**src/rtl/rattlesnake_fetch_pkg.sv**
```systemverilog
// Shared defaults for the rattlesnake prefetching fetch unit.
// Imported by the fetch queue top level and its FIFO.
package rattlesnake_fetch_pkg;

  localparam int DEF_PC_BITWIDTH     = 32;
  localparam int DEF_XLEN            = 32;
  localparam int DEF_MEM_ADDR_BITS   = 16;
  localparam int DEF_QUEUE_DEPTH     = 4;
  localparam int DEF_MAX_OUTSTANDING = 2;

  // Byte distance between consecutive instruction words.
  localparam int PC_STEP = 4;

endpackage

```
**src/rtl/rattlesnake_fetch_fifo.sv**
```systemverilog
// Flop-based synchronous FIFO holding {PC, IR} pairs for the fetch queue.
// Flush empties it in one cycle; the head entry is always visible on head_o.
module rattlesnake_fetch_fifo
  import rattlesnake_fetch_pkg::*;
#(
  parameter int WIDTH = DEF_PC_BITWIDTH + DEF_XLEN,
  parameter int DEPTH = DEF_QUEUE_DEPTH
) (
  input  logic                     clk,
  input  logic                     reset_n,
  input  logic                     flush_i,
  input  logic                     push_i,
  input  logic                     pop_i,
  input  logic [WIDTH-1:0]         data_i,
  output logic [WIDTH-1:0]         head_o,
  output logic [$clog2(DEPTH):0]   level_o
);

  localparam int PTR_W = $clog2(DEPTH);
  localparam int LVL_W = PTR_W + 1;

  logic [WIDTH-1:0] mem_q [DEPTH];
  logic [PTR_W-1:0] rd_q;
  logic [PTR_W-1:0] wr_q;
  logic [LVL_W-1:0] level_q;

  // NOTE: sequential state is updated with non-blocking assignments only, so every
  // flop samples the pre-edge value of every other flop regardless of statement order.
  always_ff @(posedge clk or negedge reset_n) begin
    if (!reset_n) begin
      // NOTE: the storage is reset here because the head slot drives PC_out/IR_out,
      // which must read zero after reset; a deeper RAM-style buffer would skip this.
      for (int i = 0; i < DEPTH; i++) mem_q[i] <= '0;
      rd_q    <= '0;
      wr_q    <= '0;
      level_q <= '0;
    end else if (flush_i) begin
      rd_q    <= wr_q;
      level_q <= '0;
    end else begin
      if (push_i) begin
        mem_q[wr_q] <= data_i;
        wr_q        <= wr_q + PTR_W'(1);
      end
      if (pop_i) rd_q <= rd_q + PTR_W'(1);
      level_q <= level_q + LVL_W'(push_i) - LVL_W'(pop_i);
    end
  end

  assign head_o  = mem_q[rd_q];
  assign level_o = level_q;

endmodule

```
**src/rtl/rattlesnake_fetch_prefetch_queue.sv**
```systemverilog
// Prefetching instruction fetch unit: keeps in-order reads in flight, buffers the
// returned words in a small queue, and drops stale responses after a redirect.
module rattlesnake_fetch_prefetch_queue
  import rattlesnake_fetch_pkg::*;
#(
  parameter int PC_BITWIDTH     = DEF_PC_BITWIDTH,
  parameter int XLEN            = DEF_XLEN,
  parameter int MEM_ADDR_BITS   = DEF_MEM_ADDR_BITS,
  parameter int QUEUE_DEPTH     = DEF_QUEUE_DEPTH,
  parameter int MAX_OUTSTANDING = DEF_MAX_OUTSTANDING
) (
  input  logic                           clk,
  input  logic                           reset_n,
  input  logic                           sync_reset,
  input  logic                           fetch_init,
  input  logic [PC_BITWIDTH-1:0]         start_addr,
  input  logic                           fetch_next,
  output logic                           fetch_enable_out,
  output logic [XLEN-1:0]                IR_out,
  output logic [PC_BITWIDTH-1:0]         PC_out,
  output logic [$clog2(QUEUE_DEPTH):0]   queue_level,
  output logic                           fetch_error,
  output logic                           read_mem_enable,
  output logic [PC_BITWIDTH-1:0]         read_mem_addr,
  input  logic                           mem_read_done,
  input  logic [XLEN-1:0]                mem_data,
  input  logic [MEM_ADDR_BITS-1:0]       mem_addr_ack
);

  localparam int LVL_W = $clog2(QUEUE_DEPTH) + 1;
  localparam int CNT_W = $clog2(MAX_OUTSTANDING + 1);
  localparam int OCC_W = LVL_W + 1;

  typedef enum logic {ST_IDLE = 1'b0, ST_RUN = 1'b1} state_e;

  state_e                   state_q;
  logic [CNT_W-1:0]         inflight_q, inflight_d;
  logic [CNT_W-1:0]         drop_q;
  logic [CNT_W-1:0]         live;
  logic [OCC_W-1:0]         occupancy;
  logic [PC_BITWIDTH-1:0]   issue_pc_q, resp_pc_q;
  logic [PC_BITWIDTH+XLEN-1:0] head;
  logic flush, issue, pop;
  logic resp_valid, resp_stray, resp_drop, resp_write, addr_bad;

  assign flush = fetch_init | sync_reset;

  // Reads already owed to a dead redirect do not count against queue space.
  assign live      = inflight_q - drop_q;
  assign occupancy = OCC_W'(queue_level) + OCC_W'(live);

  assign issue = (state_q == ST_RUN) && !flush
              && (inflight_q < CNT_W'(MAX_OUTSTANDING))
              && (occupancy < OCC_W'(QUEUE_DEPTH));

  assign resp_valid = mem_read_done && (inflight_q != '0);
  assign resp_stray = mem_read_done && (inflight_q == '0);
  assign resp_drop  = resp_valid && (drop_q != '0);
  assign resp_write = resp_valid && !flush && (drop_q == '0);
  assign addr_bad   = mem_addr_ack != resp_pc_q[MEM_ADDR_BITS+1:2];

  assign pop = fetch_next && (queue_level != '0) && !flush;

  // NOTE: combinational blocks assign a default first so no path leaves the
  // variable unassigned, which would otherwise infer a latch.
  always_comb begin
    inflight_d = inflight_q;
    if (issue)      inflight_d = inflight_d + CNT_W'(1);
    if (resp_valid) inflight_d = inflight_d - CNT_W'(1);
  end

  always_ff @(posedge clk or negedge reset_n) begin
    if (!reset_n) begin
      state_q     <= ST_IDLE;
      inflight_q  <= '0;
      drop_q      <= '0;
      issue_pc_q  <= '0;
      resp_pc_q   <= '0;
      fetch_error <= 1'b0;
    end else begin
      if (sync_reset)      state_q <= ST_IDLE;
      else if (fetch_init) state_q <= ST_RUN;

      inflight_q <= inflight_d;

      if (flush) begin
        drop_q     <= inflight_q - CNT_W'(resp_valid);
        issue_pc_q <= sync_reset ? '0 : start_addr;
        resp_pc_q  <= sync_reset ? '0 : start_addr;
      end else begin
        if (issue)      issue_pc_q <= issue_pc_q + PC_BITWIDTH'(PC_STEP);
        if (resp_drop)  drop_q     <= drop_q - CNT_W'(1);
        if (resp_write) resp_pc_q  <= resp_pc_q + PC_BITWIDTH'(PC_STEP);
      end

      if (sync_reset)                               fetch_error <= 1'b0;
      else if (resp_stray || (resp_write && addr_bad)) fetch_error <= 1'b1;
    end
  end

  rattlesnake_fetch_fifo #(
    .WIDTH (PC_BITWIDTH + XLEN),
    .DEPTH (QUEUE_DEPTH)
  ) u_fifo (
    .clk     (clk),
    .reset_n (reset_n),
    .flush_i (flush),
    .push_i  (resp_write),
    .pop_i   (pop),
    .data_i  ({resp_pc_q, mem_data}),
    .head_o  (head),
    .level_o (queue_level)
  );

  assign {PC_out, IR_out}  = head;
  assign fetch_enable_out  = (queue_level != '0);
  assign read_mem_enable   = issue;
  assign read_mem_addr     = issue_pc_q;

endmodule
```
**config.mk**
```make
export PLATFORM = sky130hd
export DESIGN_NAME = rattlesnake_fetch_prefetch_queue
export DESIGN_NICKNAME = d
export VERILOG_FILES = /design/src/rtl/rattlesnake_fetch_pkg.sv /design/src/rtl/rattlesnake_fetch_fifo.sv /design/src/rtl/rattlesnake_fetch_prefetch_queue.sv
export SDC_FILE = /design/constraint.sdc
export NUM_CORES = 1
export LEC_CHECK = 0
export ABC_CLOCK_PERIOD_IN_PS = 2500
export CAP_MARGIN = 5
export CORE_MARGIN = 4
export CORE_UTILIZATION = 51
export DETAILED_ROUTE_END_ITERATION = 8
export PLACE_DENSITY = 0.8
export SETUP_SLACK_MARGIN = 0.3
export SLEW_MARGIN = 5
export SYNTH_ARGS = -nofsm -noshare
export SYNTH_HDL_FRONTEND = slang
export SYNTH_SLANG_ARGS = --single-unit
```
**constraint.sdc**
```tcl
create_clock -name clk -period 2.5 [get_ports clk]
set_clock_uncertainty 0.1 [all_clocks]
set_input_delay 0.5 -clock clk [delete_from_list [all_inputs] [get_ports clk]]
set_output_delay 0.5 -clock clk [all_outputs]
set_load 0.01 [all_outputs]
```
==> impl_metrics.csv <==
group,metric,value,unit
timing,hold_viol,0,
finish,syn_to_final_growth,37.8,%
route,via_per_inst,6.08,
power,total_power,19.4,mW
run,drv_cap,0,
floorplan,start_util,52.3,%
yosys,yosys_warnings,0,
worst_setup_path,cp.required,1900,ps
finish,fin_area,0.0216,sq mm
global_routing,grt_pass1_wl,65200,microns
clocking,cts_htree_levels,2,
placement,place_hpwl,26500,microns
clocking,cts.sinks,331,
finish,drive_gt1_share,41.3,%
route,dr.first_iter.drc_count,1010,
finish,final_common_cell,"dfrtp_1",
finish,final_util,72.1,%
floorplan,std_cell_rows,63,
timing,setup_viol,70,
min_path,whs_path_depth,2,
timing,period_needed,2790,ps
route,wl_per_cell,24.2,microns
yosys,netlist_area,0.0157,sq mm
min_path,worst_hold_path.endpoint,"u_fifo.mem_q[171]$_DFFE_PN0P_",
min_path,min_from,"u_fifo.mem_q[171]$_DFFE_PN0P_",
timing,rsz0062_at_grt,"true",
floorplan,die_x,183,microns
placement,gp_congestion,0.908,
floorplan,ios,188,
yosys,avgSynthCellArea,13.0,sq um
placement,port_buffers,187,
yosys,syn_inst,1211,
worst_setup_path,cp_max_fo,2,
clocking,root_buffer,"clkbuf_16",
placement,placed_cells,1788,
clocking,insertion_delay,520,ps
timing,maxSlewViolCount,0,
status,violations,"negative setup slack",
finish,nFillCells,1856,
timing,setup_slack,-291,ps
worst_setup_path,r2r-start,"drop_q[0]$_DFFE_PN0P_",
clocking,cts_buffer_depth,3,
finish,instances_no_fill,1919,
yosys,synth_seq_cells,331,
route,drc_errors,0,
timing,worst_slew_pin_slew,501,ps
power,vdd_drop_max,0.448,mV
placement,dp_slack,-295,ps
clocking,cts_buffers,36,
global_routing,overflow,0,
placement,dpl-instance-area,0.0186,sq mm
yosys,ys_types,70,
yosys,synth-edff-count,0,
route,drtAntennaViolNets,0,
worst_setup_path,path_class,"flop to output port",
timing,min_period_over_period,112,%
finish,fin_nets,1605,
timing,setup_tns,-9810,ps
global_routing,grt_max_degree,73,
timing,whs,381,ps
worst_setup_path,regToRegSetupSlack,-220,ps
finish,n_antenna_cell,0,
global_routing,grt_pass1_vias,12100,
worst_setup_path,end_kind,"output port",
power,p_leak,10.2,nW
clocking,clkTransAtPathRegs,60,ps
worst_setup_path,worstRegToRegCells,10,
yosys,async_reset_ff_share,100,%
power,powerDensity,894,mW/mm^2
worst_setup_path,arrival,2190,ps
yosys,ys.flop_type,"dfrtp_1",
status,status,"finished, violations left",
route,wirelength,46400,microns
floorplan,core_region_area,0.0300,sq mm
min_path,hold_path.class,"flop to flop",
clocking,cts_tree,"yes",
yosys,synth_fp_nets,1311,
global_routing,grt_use_total,24.1,%
worst_setup_path,cp-start-kind,"flop",
floorplan,die_area,0.0337,sq mm
timing,clock.fmax,358,MHz
global_routing,antenna_found_initial,0,
worst_setup_path,reg2reg_to,"read_mem_addr[26]$_DFFE_PN0P_",
route,num_vias,11700,
floorplan,fp.dieH,183,microns
yosys,seq_area_frac_synth,52.7,%
route,first_pass_iters,5,
finish,final_cell_mix,"325 x dfrtp_1, 163 x mux2_2, 116 x clkdlybuf4s50_1",
timing,slew_headroom,66.6,%
-- flip-flops by register name (all words and copies together) (netlist names) --
name and cells:
resp_pc_q 31, u_fifo.mem_q 256, u_fifo.rd_q 2, read_mem_addr 31, fetch_error 1, drop_q 2
u_fifo.wr_q 2, state_q 1, u_fifo.level_o 3, inflight_q 2
-- cell type report --
type	instances	area (sq um)	share of cell area (%)
Clock inverter	11	93.8	0.433
Clock buffer	51	1020	4.70
Inverter	28	110	0.509
Timing Repair Buffer	335	4030	18.6
Tap cell	390	488	2.25
Sequential cell	331	8290	38.3
Multi-Input combinational cell	773	7620	35.2
-- logic make-up after synthesis --
family | Yosys count | share of synthesized area, %
compound gates | 180 | 6.95
flops | 331 | 52.7
xor+xnor | 56 | 3.17
simple gates | 230 | 7.60
fa+ha+maj | 14 | 1.16
buf+inv | 109 | 2.95
mux | 291 | 25.4
-- what timing repair did --
action / 4_1_cts / 5_1_grt
gates cloned: 6 / 25
hold endpoints to repair: 54 / 0
buffers inserted: 18 / 19
endpoints found under the setup margin: 106 / 348
resized for setup: 382 / 143
pin swaps: 23 / 19
hold buffers: 1 / 0
-- synth_stat cells, types with 4 or more instances --
master / count / area (sq um)
xor2_1: 25 / 219
nor4_1: 11 / 68.8
nor4_2: 4 / 50.1
buf_2: 31 / 155
buf_1: 6 / 22.5
dfrtp_1: 331 / 8280
nand4_1: 12 / 75.1
nand3_1: 16 / 80.1
o21ai_0: 59 / 295
a31oi_1: 7 / 43.8
mux4_2: 64 / 1440
and2_1: 5 / 31.3
inv_1: 27 / 101
o21a_1: 5 / 37.5
o21bai_1: 4 / 30.0
and3_1: 10 / 62.6
a21oi_1: 52 / 260
mux2_1: 18 / 203
nand2_1: 95 / 357
mux2_2: 206 / 2320
and4_1: 6 / 52.6
a211oi_1: 6 / 45.0
o31ai_1: 13 / 97.6
xnor2_1: 30 / 263
a21boi_0: 9 / 67.6
nor3_1: 13 / 65.1
clkbuf_1: 41 / 154
ha_1: 13 / 163
nor2_1: 33 / 124
-- metal layers --
| layer | vias up | wire length (microns) | global-route usage, % |
|---|---|---|---|
| met4 | 0 | 1320 | 6.85 |
| met3 | 105 | 3280 | 4.02 |
| li1 | 5023 | - | - |
| met2 | 531 | 22700 | 39.0 |
| met1 | 6013 | 19100 | 34.2 |
| met5 | - | 0 | 0 |
-- critical path: stages, from the launching register on --
cell,delay (ps)
dfrtp_1,410
ha_4,180
xnor2_2,130
xnor2_1,140
ha_2,210
nor4b_4,270
o21ai_2,110
nor2_2,100
buf_2,140
-- worst max path at each step --
| stage | cells past startpoint | endpoint | start |
|---|---|---|---|
| detailed placement | 9 | read_mem_enable | inflight_q[0]$_DFF_PN0_ |
| floorplan | 14 | u_fifo.level_o[2]$_DFF_PN0_ | sync_reset |
| CTS | 8 | read_mem_enable | drop_q[0]$_DFFE_PN0P_ |
| finish | 8 | read_mem_enable | drop_q[0]$_DFFE_PN0P_ |
| global route | 8 | read_mem_enable | drop_q[0]$_DFFE_PN0P_ |
| global placement | 9 | read_mem_enable | inflight_q[0]$_DFF_PN0_ |
-- report_power, final --
group / switching (mW) / internal [mW] / leakage, nW
clock: 2.17 / 2.95 / 0.547
combinational: 2.70 / 4.06 / 5.17
sequential: 0.827 / 6.64 / 4.47
(Power assumes the default switching activity.)
==> variant 1: new RTL, same settings <==
Register the output `queue_level`, with the module's reset; this adds one clock of latency there. The other outputs are not delayed to match.
--- a/src/rtl/rattlesnake_fetch_prefetch_queue.sv
+++ b/src/rtl/rattlesnake_fetch_prefetch_queue.sv
@@ -34,4 +34,6 @@
   typedef enum logic {ST_IDLE = 1'b0, ST_RUN = 1'b1} state_e;
 
+  logic [$clog2(QUEUE_DEPTH):0] queue_level_d;
+
   state_e                   state_q;
   logic [CNT_W-1:0]         inflight_q, inflight_d;
@@ -48,5 +50,5 @@
   // Reads already owed to a dead redirect do not count against queue space.
   assign live      = inflight_q - drop_q;
-  assign occupancy = OCC_W'(queue_level) + OCC_W'(live);
+  assign occupancy = OCC_W'(queue_level_d) + OCC_W'(live);
 
   assign issue = (state_q == ST_RUN) && !flush
@@ -60,5 +62,5 @@
   assign addr_bad   = mem_addr_ack != resp_pc_q[MEM_ADDR_BITS+1:2];
 
-  assign pop = fetch_next && (queue_level != '0) && !flush;
+  assign pop = fetch_next && (queue_level_d != '0) && !flush;
 
   // NOTE: combinational blocks assign a default first so no path leaves the
@@ -110,11 +112,19 @@
     .data_i  ({resp_pc_q, mem_data}),
     .head_o  (head),
-    .level_o (queue_level)
+    .level_o (queue_level_d)
   );
 
   assign {PC_out, IR_out}  = head;
-  assign fetch_enable_out  = (queue_level != '0);
+  assign fetch_enable_out  = (queue_level_d != '0);
   assign read_mem_enable   = issue;
   assign read_mem_addr     = issue_pc_q;
 
+  always_ff @(posedge clk or negedge reset_n) begin
+    if (!reset_n) begin
+      queue_level <= '0;
+    end else begin
+      queue_level <= queue_level_d;
+    end
+  end
+
 endmodule
Behaviour: not the same (a bounded check fails within 4 cycles, from zero or initial values and one cycle with reset_n low).
==> variant 1 against the original RTL <==
Total power increased by 5.6%; synthesized area is 1.1% higher; die area rose by 1.0%; cell count is 2.1% higher; sequential cell count up 3; final area rose by 4.8%; the run still ends with negative setup slack left; setup slack got worse by 100 ps; wire length up 8.4%; critical path depth up 1.
==> variant 1: results (changes against the original RTL) <==
DPL Wire Length=28.5 mm (+7.6%); synth top area cells=dfrtp_1 53%, mux2_2 17%, mux4_2 9.1%; Final Wtd Congestion=0.962 (+6.0%); met3 routed wirelength=3.67 mm (+12%); result of the run=finished with violations; count of final setup violators=96 (+37%); Final Non-Filler Cells=1959 (+2.1%); net count reported at finish=1637 (+2.0%); proportion of synthesized chip area in sequential cells=0.526 (-0.000965); layout cell share with drive strength beyond 1=0.458 (+0.0454); CP arrival=2290 ps (+100 ps); least setup slack across all paths after layout=-391 ps (-99.9 ps); leakage component of the power=10.8 nW (+6.4%); sum of routed wire segments on met1=20.1 mm (+5.6%); vias in the first global route=12600 (+4.6%); failing checks=negative setup slack; total routed wirelength=50.3 mm (+8.4%); Vias per Instance=6.15 (+1.1%); count of cells resized by post-cts repair=413 (+8.1%); global-route met3 utilization=0.0487 (+0.00858); Post-CTS Setup Repair Bufs=24 (+6); utilization after layout=0.740 (+0.0187); global-route wire length before repair=70.0 mm (+7.3%); total iterations of the first detailed-routing run=7 (+2); count of mapped cells out of synthesis=1201 (-0.83%); Worst Setup Slack post-DPL=-267 ps (+28.2 ps); total routing usage reported by global routing=0.262 (+0.0209); maximum number of pins on one net before global-route repair=81 (+11%); initial DRC count=923 (-8.6%); Post-synth top cells=334 x dfrtp_1, 238 x mux2_2, 70 x nand2_1; fillers=1803 (-2.9%); Post-Route Setup TNS=-14690 ps (-4880 ps); Cells after DPL=1800 (+0.67%); maximum vdd drop=0.534 mV (+19%); met1 track demand over resource=0.351 (+0.00877); Worst Max-Slew Pin Slew=540 ps (+39.8 ps); Netlist cell types=60 (-14%); initial antenna violation count=2 (+2); area of placed instances=19100 um2 (+2.6%); highest routed layer=met5
==> variant 1: changes by cell type after synthesis, moves of 6 or more <==
cell,before,now
mux2_2,206,238
o21ai_0,59,29
nand2_1,95,70
nand3_1,16,26
o31ai_1,13,4
nand4_1,12,18
nor4_1,11,17
==> variant 1: power by group through the flow <==
stage	Clock (mW)	Sequential, mW	Combinational [mW]
2_1_floorplan	0	7.29	3.29
3_3_place_gp	0	7.47	5.28
3_5_place_dp	0	7.59	5.43
4_1_cts	5.79	7.49	6.03
5_1_grt	6.07	7.73	7.42
6_report	5.80	7.62	7.02
==> variant 1: critical path, stage by stage, from the launching register on <==
cell and delay [ps]:
dfrtp_1 370, inv_2 70, ha_4 160, xnor2_2 130, xnor2_1 140, ha_2 190, nor4b_4 300, o21ai_4 110
nor2_2 150, buf_2 150
==> variant 1: cell type report <==
cell class	count	share of cell area
sequential	334	0.369
multi-input combinational	759	0.346
clock buffer	49	0.0469
inverter	29	0.00491
tap	396	0.0218
timing repair buffer	376	0.201
clock inverter	16	0.00971
==> variant 1: path summary, 6_finish.rpt <==
path	start	to	slack, ps	depth (start not counted)
max	inflight_q[0]	read_mem_enable	-390	9
min	u_fifo.level_o[1]	queue_level[1]	380	0
max reg2reg	inflight_q[0]	read_mem_addr[29]	-320	14
min reg2reg	u_fifo.level_o[1]	queue_level[1]	380	0
max in group asynchronous	reset_n	inflight_q[1]	1050	4
min in group asynchronous	reset_n	u_fifo.mem_q[10]	420	2
==> variant 1: cell families (layout without fill, tap and decap cells) <==
kind of cell	Yosys count	count (layout)	share of synthesized area
adders and majority gates	14	14	0.0115
xor gates and xnor gates	56	56	0.0309
buffers and inverters	112	470	0.0296
AOI/OAI and AO/OA	143	143	0.0559
DFF	334	334	0.526
and+or+nand+nor	222	226	0.0737
muxes	320	320	0.272
==> variant 2: new RTL, same settings <==
Without the edit above. `DEF_XLEN`: 32 -> 28.
--- a/src/rtl/rattlesnake_fetch_pkg.sv
+++ b/src/rtl/rattlesnake_fetch_pkg.sv
@@ -4,5 +4,5 @@
 
   localparam int DEF_PC_BITWIDTH     = 32;
-  localparam int DEF_XLEN            = 32;
+  localparam int DEF_XLEN            = 28;
   localparam int DEF_MEM_ADDR_BITS   = 16;
   localparam int DEF_QUEUE_DEPTH     = 4;
Interface: changed (resized IR_out and mem_data); port bits go from 188 to 180. The function was not compared with the original's and may differ.
==> variant 2 against the original RTL <==
The run still ends with negative setup slack left; setup slack gained 17 ps; final area shrank 1.6%; total power shrank 4.5%; wire length shrank 2.5%; via count shrank 3.6%; sequential cell count shrank 16; synthesized area shrank 4.7%; sequential share of layout area shrank 1.2 points; critical endpoint is now read_mem_addr[26]; largest cell class unchanged.
==> variant 2: results (changes against the original RTL) <==
result of the run=finished with violations; failing checks=negative setup slack; FF-to-FF Start=inflight_q[0]; CP arrival=3110 ps (+920 ps); number of buffers other than clock buffers in the final layout=353 (+5.4%); non-clock inverter instance count of the final layout=25 (-11%); synth top area cells=dfrtp_1 53%, mux2_2 17%, mux4_2 9.0%; DPL Wire Length=26.0 mm (-2.0%); worst setup path end=read_mem_addr[26]; Non-clock buffers, area share=0.195 (+0.00948); total iterations of the first detailed-routing run=7 (+2); leakage component of the power=10.1 nW (-0.90%); number of clock buffers in the layout=55 (+7.8%); clock-net power=5.25 mW (+3%); share of final layout cell area taken by clock buffers and inverters=0.0554 (+0.00399); Synth Area in Compound Gates=0.0587 (-0.0109); fillers=1728 (-6.9%); worst setup path startpoint=inflight_q[0]; area taken by flip-flops and latches=7900 um2 (-4.8%); Worst Setup Slack post-DPL=-261 ps (+34.6 ps); least setup slack across all paths after layout=-275 ps (+16.6 ps); worst-case hold path end point=u_fifo.mem_q[58]; count of final setup violators=70 (unchanged); # port buffers=179 (-4.3%); count of cells resized by post-cts repair=368 (-3.7%); net count reported at finish=1551 (-3.4%); initial DRC count=919 (-9.0%); vias after detailed routing=11300 (-3.6%); reported net switching power=5.28 mW (-7.5%); portion of netlist area occupied by mux cells=0.267 (+0.0125); vias in the first global route=11500 (-4.5%); clock sink count=315 (-4.8%); maximum vdd drop=0.475 mV (+6.0%); clock insertion delay at the later pin of the skew report=500 ps (-20 ps); Post-synth top cells=315 x dfrtp_1, 232 x mux2_2, 71 x clkbuf_1; maximum number of pins on one net before global-route repair=74 (+1.4%); share of power burned in registers=0.382 (-0.004); Final Wtd Congestion=0.973 (+7.2%); number of cells on the worst reg-to-reg path=12 (+2); critical path class=reg2reg; global-route wire length before repair=62.1 mm (-4.7%); post-synthesis share of cell area spent on full adders, half adders and majority gates=0.0122 (+0.000570); total clock buffers created by CTS=35 (-2.8%); worst hold start=u_fifo.mem_q[58]; Netlist cell types=62 (-11%); wire per inst=24.3 um (+0.45%); number of flip-flops in the largest register=240 (-6.3%); Power Total=18.5 mW (-4.5%); crit-path max FO=6 (+4)
variant 2: cell types whose count changed after synthesis, moves of 5 or more:
cell,before,now
o31ai_1,13,4
dfrtp_1,331,315
mux2_1,18,0
buf_2,31,1
o21ai_0,59,32
a21oi_1,52,36
nand2_1,95,64
nand3_1,16,29
o31a_1,1,6
clkbuf_1,41,71
nor2_1,33,38
mux2_2,206,232
variant 2: through the flow:
stage	cells	cell area, um2
finish	1863	21300
global route	1863	21300
CTS	1815	19900
detailed placement	1725	18100
global placement	1725	18100
floorplan	1145	15100
variant 2: layer usage:
metal,vias up,part of all wire,GRT usage
li1,4835,-,-
met4,0,0.026,0.0651
met5,-,0,0
met1,5797,0.40,0.336
met2,536,0.49,0.409
met3,87,0.078,0.0443
variant 2: critical path, stage by stage, from the launching register on:
cell and delay, ps:
dfrtp_1 370, inv_2 60, ha_4 170, xnor2_4 130
xnor2_2 160, ha_4 170, nor4b_4 260, buf_4 170
buf_6 100, nand4_4 100, or3_4 430, or3_1 350
a31oi_1 160
